$ cat src/rtl/serial_subtractor.sv
// Bit-serial unsigned subtractor: one full-subtractor cell plus a borrow flop,
// LSB first, WIDTH cycles per operation behind valid/ready handshakes.
module serial_subtractor #(
    parameter int WIDTH = 8
) (
    input  logic             i_clk,
    input  logic             i_rst_n,
    input  logic             i_in_valid,
    output logic             o_in_ready,
    input  logic [WIDTH-1:0] i_a,
    input  logic [WIDTH-1:0] i_b,
    output logic             o_out_valid,
    input  logic             i_out_ready,
    output logic [WIDTH-1:0] o_diff,
    output logic             o_borrow,
    output logic             o_busy
);

    localparam int CW = $clog2(WIDTH);

    typedef enum logic [1:0] {
        S_IDLE,
        S_RUN,
        S_DONE
    } state_t;

    state_t r_state, w_state_nxt;

    logic [WIDTH-1:0] r_a_sr, r_b_sr, r_res_sr;
    logic [CW-1:0]    r_cnt;
    logic             r_br;
    logic             w_accept, w_last, w_d, w_br_nxt;

    assign w_accept = i_in_valid && (r_state == S_IDLE);
    assign w_last   = (r_cnt == CW'(WIDTH - 1));

    // Full-subtractor cell on the current LSBs and the running borrow.
    assign w_d      = r_a_sr[0] ^ r_b_sr[0] ^ r_br;
    assign w_br_nxt = (~r_a_sr[0] & r_b_sr[0]) | (~(r_a_sr[0] ^ r_b_sr[0]) & r_br);

    always_ff @(posedge i_clk or negedge i_rst_n) begin
        if (!i_rst_n) begin
            r_state <= S_IDLE;
        end else begin
            r_state <= w_state_nxt;
        end
    end

    always_comb begin
        w_state_nxt = r_state;
        o_in_ready  = 1'b0;
        o_out_valid = 1'b0;
        o_busy      = 1'b0;
        case (r_state)
            S_IDLE: begin
                o_in_ready = 1'b1;
                if (i_in_valid) w_state_nxt = S_RUN;
            end
            S_RUN: begin
                o_busy = 1'b1;
                if (w_last) w_state_nxt = S_DONE;
            end
            S_DONE: begin
                o_busy      = 1'b1;
                o_out_valid = 1'b1;
                if (i_out_ready) w_state_nxt = S_IDLE;
            end
            default: w_state_nxt = S_IDLE;
        endcase
    end

    // The borrow flop doubles as the BORROW output: after the last RUN cycle
    // it holds the final borrow and stays put until the next accept.
    always_ff @(posedge i_clk or negedge i_rst_n) begin
        if (!i_rst_n) begin
            r_a_sr   <= '0;
            r_b_sr   <= '0;
            r_res_sr <= '0;
            r_cnt    <= '0;
            r_br     <= 1'b0;
        end else if (w_accept) begin
            r_a_sr <= i_a;
            r_b_sr <= i_b;
            r_br   <= 1'b0;
            r_cnt  <= '0;
        end else if (r_state == S_RUN) begin
            r_a_sr   <= r_a_sr >> 1;
            r_b_sr   <= r_b_sr >> 1;
            r_res_sr <= {w_d, r_res_sr[WIDTH-1:1]};
            r_br     <= w_br_nxt;
            r_cnt    <= r_cnt + 1'b1;
        end
    end

    assign o_diff   = r_res_sr;
    assign o_borrow = r_br;

endmodule

$ cat config.mk
export PLATFORM = sky130hd
export DESIGN_NAME = serial_subtractor
export DESIGN_NICKNAME = d
export VERILOG_FILES = /design/src/rtl/serial_subtractor.sv
export SDC_FILE = /design/constraint.sdc
export NUM_CORES = 1
export LEC_CHECK = 0
export CORE_MARGIN = 2
export CORE_UTILIZATION = 60
export CTS_BUF_LIST = sky130_fd_sc_hd__clkbuf_8
export CTS_CLUSTER_SIZE = 10
export DETAILED_ROUTE_END_ITERATION = 16
export DONT_BUFFER_PORTS = 1
export HOLD_SLACK_MARGIN = 0.12
export PLACE_DENSITY = 0.74
export SLEW_MARGIN = 20
export SYNTH_ARGS = -nofsm -noshare
export SYNTH_HDL_FRONTEND = slang
export SYNTH_SLANG_ARGS = --single-unit
export TNS_END_PERCENT = 1
$ cat constraint.sdc
create_clock -name i_clk -period 1.94 [get_ports i_clk]
set_clock_uncertainty 0.1 [all_clocks]
set_input_delay 0.388 -clock i_clk [delete_from_list [all_inputs] [get_ports i_clk]]
set_output_delay 0.388 -clock i_clk [all_outputs]
set_load 0.005 [all_outputs]
==> results of run 1 <==
cell type report:
type                    instances  area [um^2]  share of cell area, %
clock inverters                 3         37.5                   2.40
flip-flops and latches         30          751                   48.0
inverters                       7         26.3                   1.68
well taps                      28         35.0                   2.24
repair buffers                  7         75.1                   4.80
multi-input cells              75          569                   36.4
clock buffers                   5         68.8                   4.40
layer usage:
metal  track usage (%)  vias up  share of wire [%]
met1              20.0      406                 41
met2              34.4       23                 52
met4              7.89        0               0.35
li1                  -      411                  -
met5                 0        -                  0
met3              9.48        2                6.8
registers in the layout, summed over array words and instances (netlist names):
signal	flops
r_a_sr	8
r_b_sr	8
r_cnt	3
r_state	2
o_borrow	1
o_diff	8
where the power goes:
group / switching [mW] / total, mW / internal [mW]
Clock: 0.207 / 0.579 / 0.373
Combinational: 0.506 / 1.01 / 0.505
Sequential: 0.207 / 1.14 / 0.937
Total: 0.920 / 2.73 / 1.81
worst reg2reg max path, stage by stage (launching register included):
cell and delay (ns):
sky130_fd_sc_hd__dfrtp_1 0.36, sky130_fd_sc_hd__ha_1 0.16, sky130_fd_sc_hd__ha_1 0.13, sky130_fd_sc_hd__inv_1 0.04, sky130_fd_sc_hd__a222oi_1 0.43, sky130_fd_sc_hd__mux2_1 0.37
kinds of logic after synthesis:
logic type / after synthesis / share of synthesized area (%)
xor+xnor: 1 / 0.634
simple gates: 23 / 6.79
buf+inv: 14 / 4.44
compound gates: 17 / 6.52
mux: 27 / 20.4
fa+ha+maj: 7 / 6.88
flops: 30 / 54.3
path summary, 6_finish.rpt:
kind	start	endpoint	slack [ns]
worst max-delay path	r_cnt[0]$_DFFE_PN0P_	r_state[0]$_DFFE_PN0P_	0.24
worst min register to register	r_cnt[2]$_DFFE_PN0P_	r_cnt[2]$_DFFE_PN0P_	0.43
max in group asynchronous	i_rst_n	r_a_sr[0]$_DFFE_PN0P_	1.11
min in group asynchronous	i_rst_n	r_a_sr[3]$_DFFE_PN0P_	0.47
worst min-delay path	i_a[7]	r_a_sr[7]$_DFFE_PN0P_	0.13
worst max register to register	r_cnt[0]$_DFFE_PN0P_	r_state[0]$_DFFE_PN0P_	0.24
placed cells by master (no fill, tap or decap), types with 4 or more instances in the layout:
cell type | Yosys | routed
sky130_fd_sc_hd__clkbuf_8 | 0 | 5
sky130_fd_sc_hd__dfrtp_1 | 30 | 30
sky130_fd_sc_hd__dlygate4sd3_1 | 0 | 4
sky130_fd_sc_hd__ha_1 | 6 | 6
sky130_fd_sc_hd__inv_1 | 7 | 9
sky130_fd_sc_hd__mux2_2 | 7 | 7
sky130_fd_sc_hd__mux2i_1 | 18 | 18
sky130_fd_sc_hd__nand2_1 | 16 | 16
sky130_fd_sc_hd__nor2_1 | 4 | 4
sky130_fd_sc_hd__o21ai_1 | 16 | 16
timing repair:
action | in CTS | in global routing
endpoints found under the setup margin | 0 | 0
hold endpoints to repair | 30 | 3
hold buffers | 2 | 3
==> results.md, run 1 <==
- Result of the run: complete, no violations
- Total Routing Usage GR: 19.7%
- Total overflow reported by the global router: 0
- Via count: 842
- Die ar.: 2700 um^2
- Post-CTS setup buffers: 0
- Resized cells post-CTS: 0
- Final HPWL from detailed placement: 1510 um
- Top-Level Pins: 32
- Share of the clock period used by the worst path after layout: 87.7%
- Mapped cell area: 1380 um^2
- Number of buffers added by the clock tree synthesis step: 5
- # fillers: 166
- Final critical path time including I/O delays and setup: 1.70 ns
- Mean instance size in the synthesized netlist: 11.6 um^2
- Number of remaining DRC errors: 0
- Post-synthesis sequential element count: 30
- Total negative slack: 0 ns
- Maximum buffer depth of the clock tree: 2
- Static leakage: 0.728 nW
- Placeable core region: 2190 um^2
- Sequential element share of the synthesized area: 54.3%
- Number of buffer and inverter stages on the critical path: 1
- Number of synthesized flops with an enable pin: 0
- Launching element type of the critical path: flip-flop
- Number of iterations in the first detailed-routing pass: 4
- Cell mode on critical path: sky130_fd_sc_hd__ha_1
- Antenna violations before repair: 0
- Number of placement rows: 17
- Slew at the pin with the worst max-slew slack: 0.411 ns
- Final setup viols: 0
- Top achievable clock speed: 588 MHz
- Smallest hold slack: 0.135 ns
- Wire length of the first global-routing pass: 3680 um
- Routed WL per cell: 14.6 um
- Total power after layout: 2.73 mW
- Fin worst setup slack: 0.239 ns
- Final design area excluding fillers: 1560 um^2
- Diode count: 0
- Number of maximum-capacitance violations: 0
- Clock Root Buffer: sky130_fd_sc_hd__clkbuf_8
- Finished Layout Cells: 155
- Share of the synthesized area in the top cell type: 54.3%
- Placed cells: 142
- Ranking of synthesized cells by area: sky130_fd_sc_hd__dfrtp_1, sky130_fd_sc_hd__mux2i_1, sky130_fd_sc_hd__o21ai_1
- Fraction of layout cells with a size suffix above 1: 12.6%
- Data required time at the worst endpoint: 1.99 ns
- Critical-path cell list: ha_1 -> ha_1 -> inv_1 -> a222oi_1 -> mux2_1
- TritonCTS clock tree: done
- WP depth: 5
- Clock transition at the registers of the reported paths: 0.06 ns
- Hold Violations, Final: 0
- Number of global-route vias before repair: 876
- Wire length after detailed routing: 2260 um
- Top cell types by occurrence after synthesis: sky130_fd_sc_hd__dfrtp_1, sky130_fd_sc_hd__mux2i_1, sky130_fd_sc_hd__nand2_1, sky130_fd_sc_hd__o21ai_1
- Cell type contributing the most total cell area after synthesis: sky130_fd_sc_hd__dfrtp_1
- Die width: 52.0 um
- Detailed Route Iter0 Violations: 9
- Synthesized net count: 146
- End-of-flow core utilization: 71.3%
- Net count reported at finish: 153
- Number of pins with negative max-slew slack in the final report: 0
- Synth unique cells: 15
- Clock insertion delay at the later pin of the skew report: 0.27 ns
- Share of synthesized registers carrying an async set or reset: 100%
- Biggest fanout along the worst timing path: 2
- Cell with the most instances after synthesis: sky130_fd_sc_hd__dfrtp_1
- Worst Setup End Kind: flip-flop
- Input/output buffers: 0
- CP arrival: 1.75 ns
- CP top delay family: compound AO/OA/AOI/OAI gates
- H-Tree Level Count: 2
- Effective utilization at floorplan: 63.0%
- Final weighted congestion of routability-driven global placement: 0.691
- Number of instances in the synthesized netlist: 119
- Min-Delay Path Class: input port to flip-flop
- Stage delay of the slowest cell on the critical path: 0.43 ns
- P per Cell Area: 1750 nW/um^2
- Worst relative slew slack: 72.6%
- WHS Path Cells: 2
- Layout area overhead: 13.1%
- Vias per Instance: 5.43
- IR drop worst, VDD: 0.00103 V
- Cells on worst reg2reg path: 5
- Pin count of the biggest net entering global routing: 37
- Vertical die dimension: 52.0 um
- RSZ-0062 raised after global routing: false
- CTS sink count: 30
- Primary FF master, synth: sky130_fd_sc_hd__dfrtp_1
- Number of antenna-violating nets in the routed design: 0
- Pre-CTS setup slack: 0.248 ns
- Cell Area, Placed: 1400 um^2
- WS Path Type: flip-flop to flip-flop
- Number of warnings issued by yosys: 0
- Slowest cell on the critical path: sky130_fd_sc_hd__a222oi_1
Note: power is estimated with default switching activity, not from simulation.
==> inputs of run 2 (changes only) <==
- CORE_ASPECT_RATIO: not set -> 1.4
- SKIP_CTS_REPAIR_TIMING: not set -> 1
==> run 2 against run 1 <==
Compared with the run above: sequential cell count is the same; worst hold slack better by 0.0043 ns; clock power fell by 15%; wire length is 8.3% lower; first-iteration DRC count up 140%; sequential share of layout area rose by 1.5 points; global-route usage fell by 2.1 points; non-clock buffer count down 3; utilization down 1.8 points; critical endpoint is now r_state[1]$_DFFE_PN0P_.
==> results.md, run 2 (synthesis results as in run 1) <==
- Number of global-route vias before repair: 851 (-2.9%)
- TritonCTS clock tree: done
- Hold Violations, Final: 0 (unchanged)
- Input/output buffers: 0 (unchanged)
- Number of pins with negative max-slew slack in the final report: 0 (unchanged)
- Wire length of the first global-routing pass: 3370 um (-8.6%)
- Commonest non-fill, non-tap cells in the layout: sky130_fd_sc_hd__dfrtp_1, sky130_fd_sc_hd__mux2i_1, sky130_fd_sc_hd__nand2_1, sky130_fd_sc_hd__o21ai_1
- Cell Area, Placed: 1390 um^2 (-0.54%)
- Placed cells: 136 (-4.2%)
- # fillers: 174 (+4.8%)
- CP arrival: 1.79 ns (+0.04 ns)
- Top achievable clock speed: 574 MHz (-2.4%)
- Total negative slack: 0 ns (unchanged)
- Clock transition at the registers of the reported paths: 0.06 ns (about the same)
- Detailed Route Iter0 Violations: 22 (+13)
- Min-Delay Path Class: input port to flip-flop
- Slack of the worst reg-to-reg path: 0.20 ns (-0.04 ns)
- Number of maximum-capacitance violations: 0 (unchanged)
- Number of placement rows: 20 (+3)
- WS Path Type: flip-flop to flip-flop
- Finished Layout Cells: 146 (-5.8%)
- Slew at the pin with the worst max-slew slack: 0.444 ns (+0.0327 ns)
- Die width: 44.6 um (-14%)
- Clock Root Buffer: sky130_fd_sc_hd__clkbuf_8
- Launching element type of the critical path: flip-flop
- Maximum buffer depth of the clock tree: 2 (unchanged)
- Biggest fanout along the worst timing path: 2 (unchanged)
- Vertical die dimension: 60.8 um (+17%)
- Die ar.: 2710 um^2 (+0.20%)
- Wire length after detailed routing: 2070 um (-8.3%)
- Met3 routed WL: 121 um (-21%)
- Combined flip-flop and latch cell area: 751 um^2 (unchanged)
- Highest metal used: met4
- Final critical path time including I/O delays and setup: 1.74 ns (+0.0418 ns)
- Met2 WL: 1150 um (-2.6%)
- Via count: 818 (-2.9%)
- RSZ-0062 raised after global routing: false
- Pin count of the biggest net entering global routing: 37 (unchanged)
- Effective utilization at floorplan: 63.4% (+0.40 points)
- Most common cell after layout, fill and taps aside: sky130_fd_sc_hd__dfrtp_1
- Vias per Instance: 5.60 (+3.1%)
- Number of remaining DRC errors: 0 (unchanged)
- Total Routing Usage GR: 17.6% (-2.1 points)
- Worst Setup End Kind: flip-flop
- Layout area overhead: 9.60%
- Final weighted congestion of routability-driven global placement: 0.746 (+8.0%)
- Data required time at the worst endpoint: 1.98 ns (about the same)
- Worst relative slew slack: 70.4% (-2.2 points)
- Area of the multi-input gates: 569 um^2 (unchanged)
- Fraction of layout cells with a size suffix above 1: 14.5% (+1.9 points)
- Number of antenna-violating nets in the routed design: 0 (unchanged)
- Antenna violations before repair: 0 (unchanged)
- M1 WL: 786 um (-14%)
- H-Tree Level Count: 2 (unchanged)
- Static leakage: 0.702 nW (-3.6%)
- Final design area excluding fillers: 1510 um^2 (-3.1%)
- P per Cell Area: 1730 nW/um^2 (-1.4%)
- Number of iterations in the first detailed-routing pass: 4 (unchanged)
- Number of buffers added by the clock tree synthesis step: 5 (unchanged)
- IR drop worst, VDD: 0.00102 V (-1.1%)
- Share of the clock period used by the worst path after layout: 89.9% (+2.2 points)
- Total overflow reported by the global router: 0 (unchanged)
- Placeable core region: 2180 um^2 (-0.63%)
- CTS sink count: 30 (unchanged)
- Final setup viols: 0 (unchanged)
- Top-Level Pins: 32 (unchanged)
- Result of the run: complete, no violations
- Net count reported at finish: 150 (-2.0%)
- Diode count: 0 (unchanged)
- Clock insertion delay at the later pin of the skew report: 0.27 ns (about the same)
- Routed WL per cell: 14.2 um (-2.6%)
- Final HPWL from detailed placement: 1440 um (-4.9%)
[run 2: critical path: stages (launching register included)]
cell	delay, ns
sky130_fd_sc_hd__dfrtp_1	0.37
sky130_fd_sc_hd__ha_1	0.15
sky130_fd_sc_hd__ha_1	0.13
sky130_fd_sc_hd__inv_1	0.04
sky130_fd_sc_hd__a222oi_1	0.45
sky130_fd_sc_hd__mux2_1	0.37
[run 2: layout make-up]
type	count	share of cell area, %
sequential	30	49.6
multi-input combinational	75	37.6
clock buffer	6	5.45
timing repair buffer	4	2.98
tap	22	1.82
inverter	7	1.74
clock inverter	2	0.826
[run 2: report_power, final]
part	switching (mW)	total, mW	internal (mW)
combinational	0.482	0.975	0.493
clock	0.211	0.495	0.284
sequential	0.205	1.14	0.937
total	0.898	2.61	1.71
[run 2: path summary, 6_finish.rpt]
path	from	endpoint	cells after the start
hold / removal	i_b[1]	r_b_sr[1]$_DFFE_PN0P_	2
hold reg to reg	r_cnt[1]$_DFFE_PN0P_	r_cnt[1]$_DFFE_PN0P_	2
min in group asynchronous	i_rst_n	r_a_sr[4]$_DFFE_PN0P_	2
setup / recovery	r_cnt[0]$_DFFE_PN0P_	r_state[1]$_DFFE_PN0P_	5
max in group asynchronous	i_rst_n	r_cnt[1]$_DFFE_PN0P_	2
setup reg to reg	r_cnt[0]$_DFFE_PN0P_	r_state[1]$_DFFE_PN0P_	5
[run 2: metrics by stage]
stage                     worst slack, ns  hold slack [ns]  utilization (%)  power, mW
after global placement              0.292         -0.00677             63.8       2.06
final                               0.197            0.139             69.5       2.61
after CTS                           0.227           -0.305             68.2       2.64
after floorplan                     0.323         -0.00759                -       1.95
after global routing                0.126            0.132             69.5       2.84
after detailed placement            0.245         -0.00684             63.8       2.12
[run 2: layer usage]
layer	vias to the layer above	global-route usage, %
met5	-	0
met4	0	7.79
met3	2	6.55
met2	27	31.1
met1	388	18.2
li1	401	-
==> inputs of run 3 (changes only) <==
==> constraint.sdc (replaced) <==
create_clock -name i_clk -period 1.94 [get_ports i_clk]
set_clock_uncertainty 0.1 [all_clocks]
set_input_delay 0.582 -clock i_clk [delete_from_list [all_inputs] [get_ports i_clk]]
set_output_delay 0.582 -clock i_clk [all_outputs]
set_load 0.005 [all_outputs]
==> results of run 3 <==
The final DEF is identical to that of run 2. Status: complete, no violations.
Among the figures that moved: hold slack 0.139 ns -> 0.333 ns
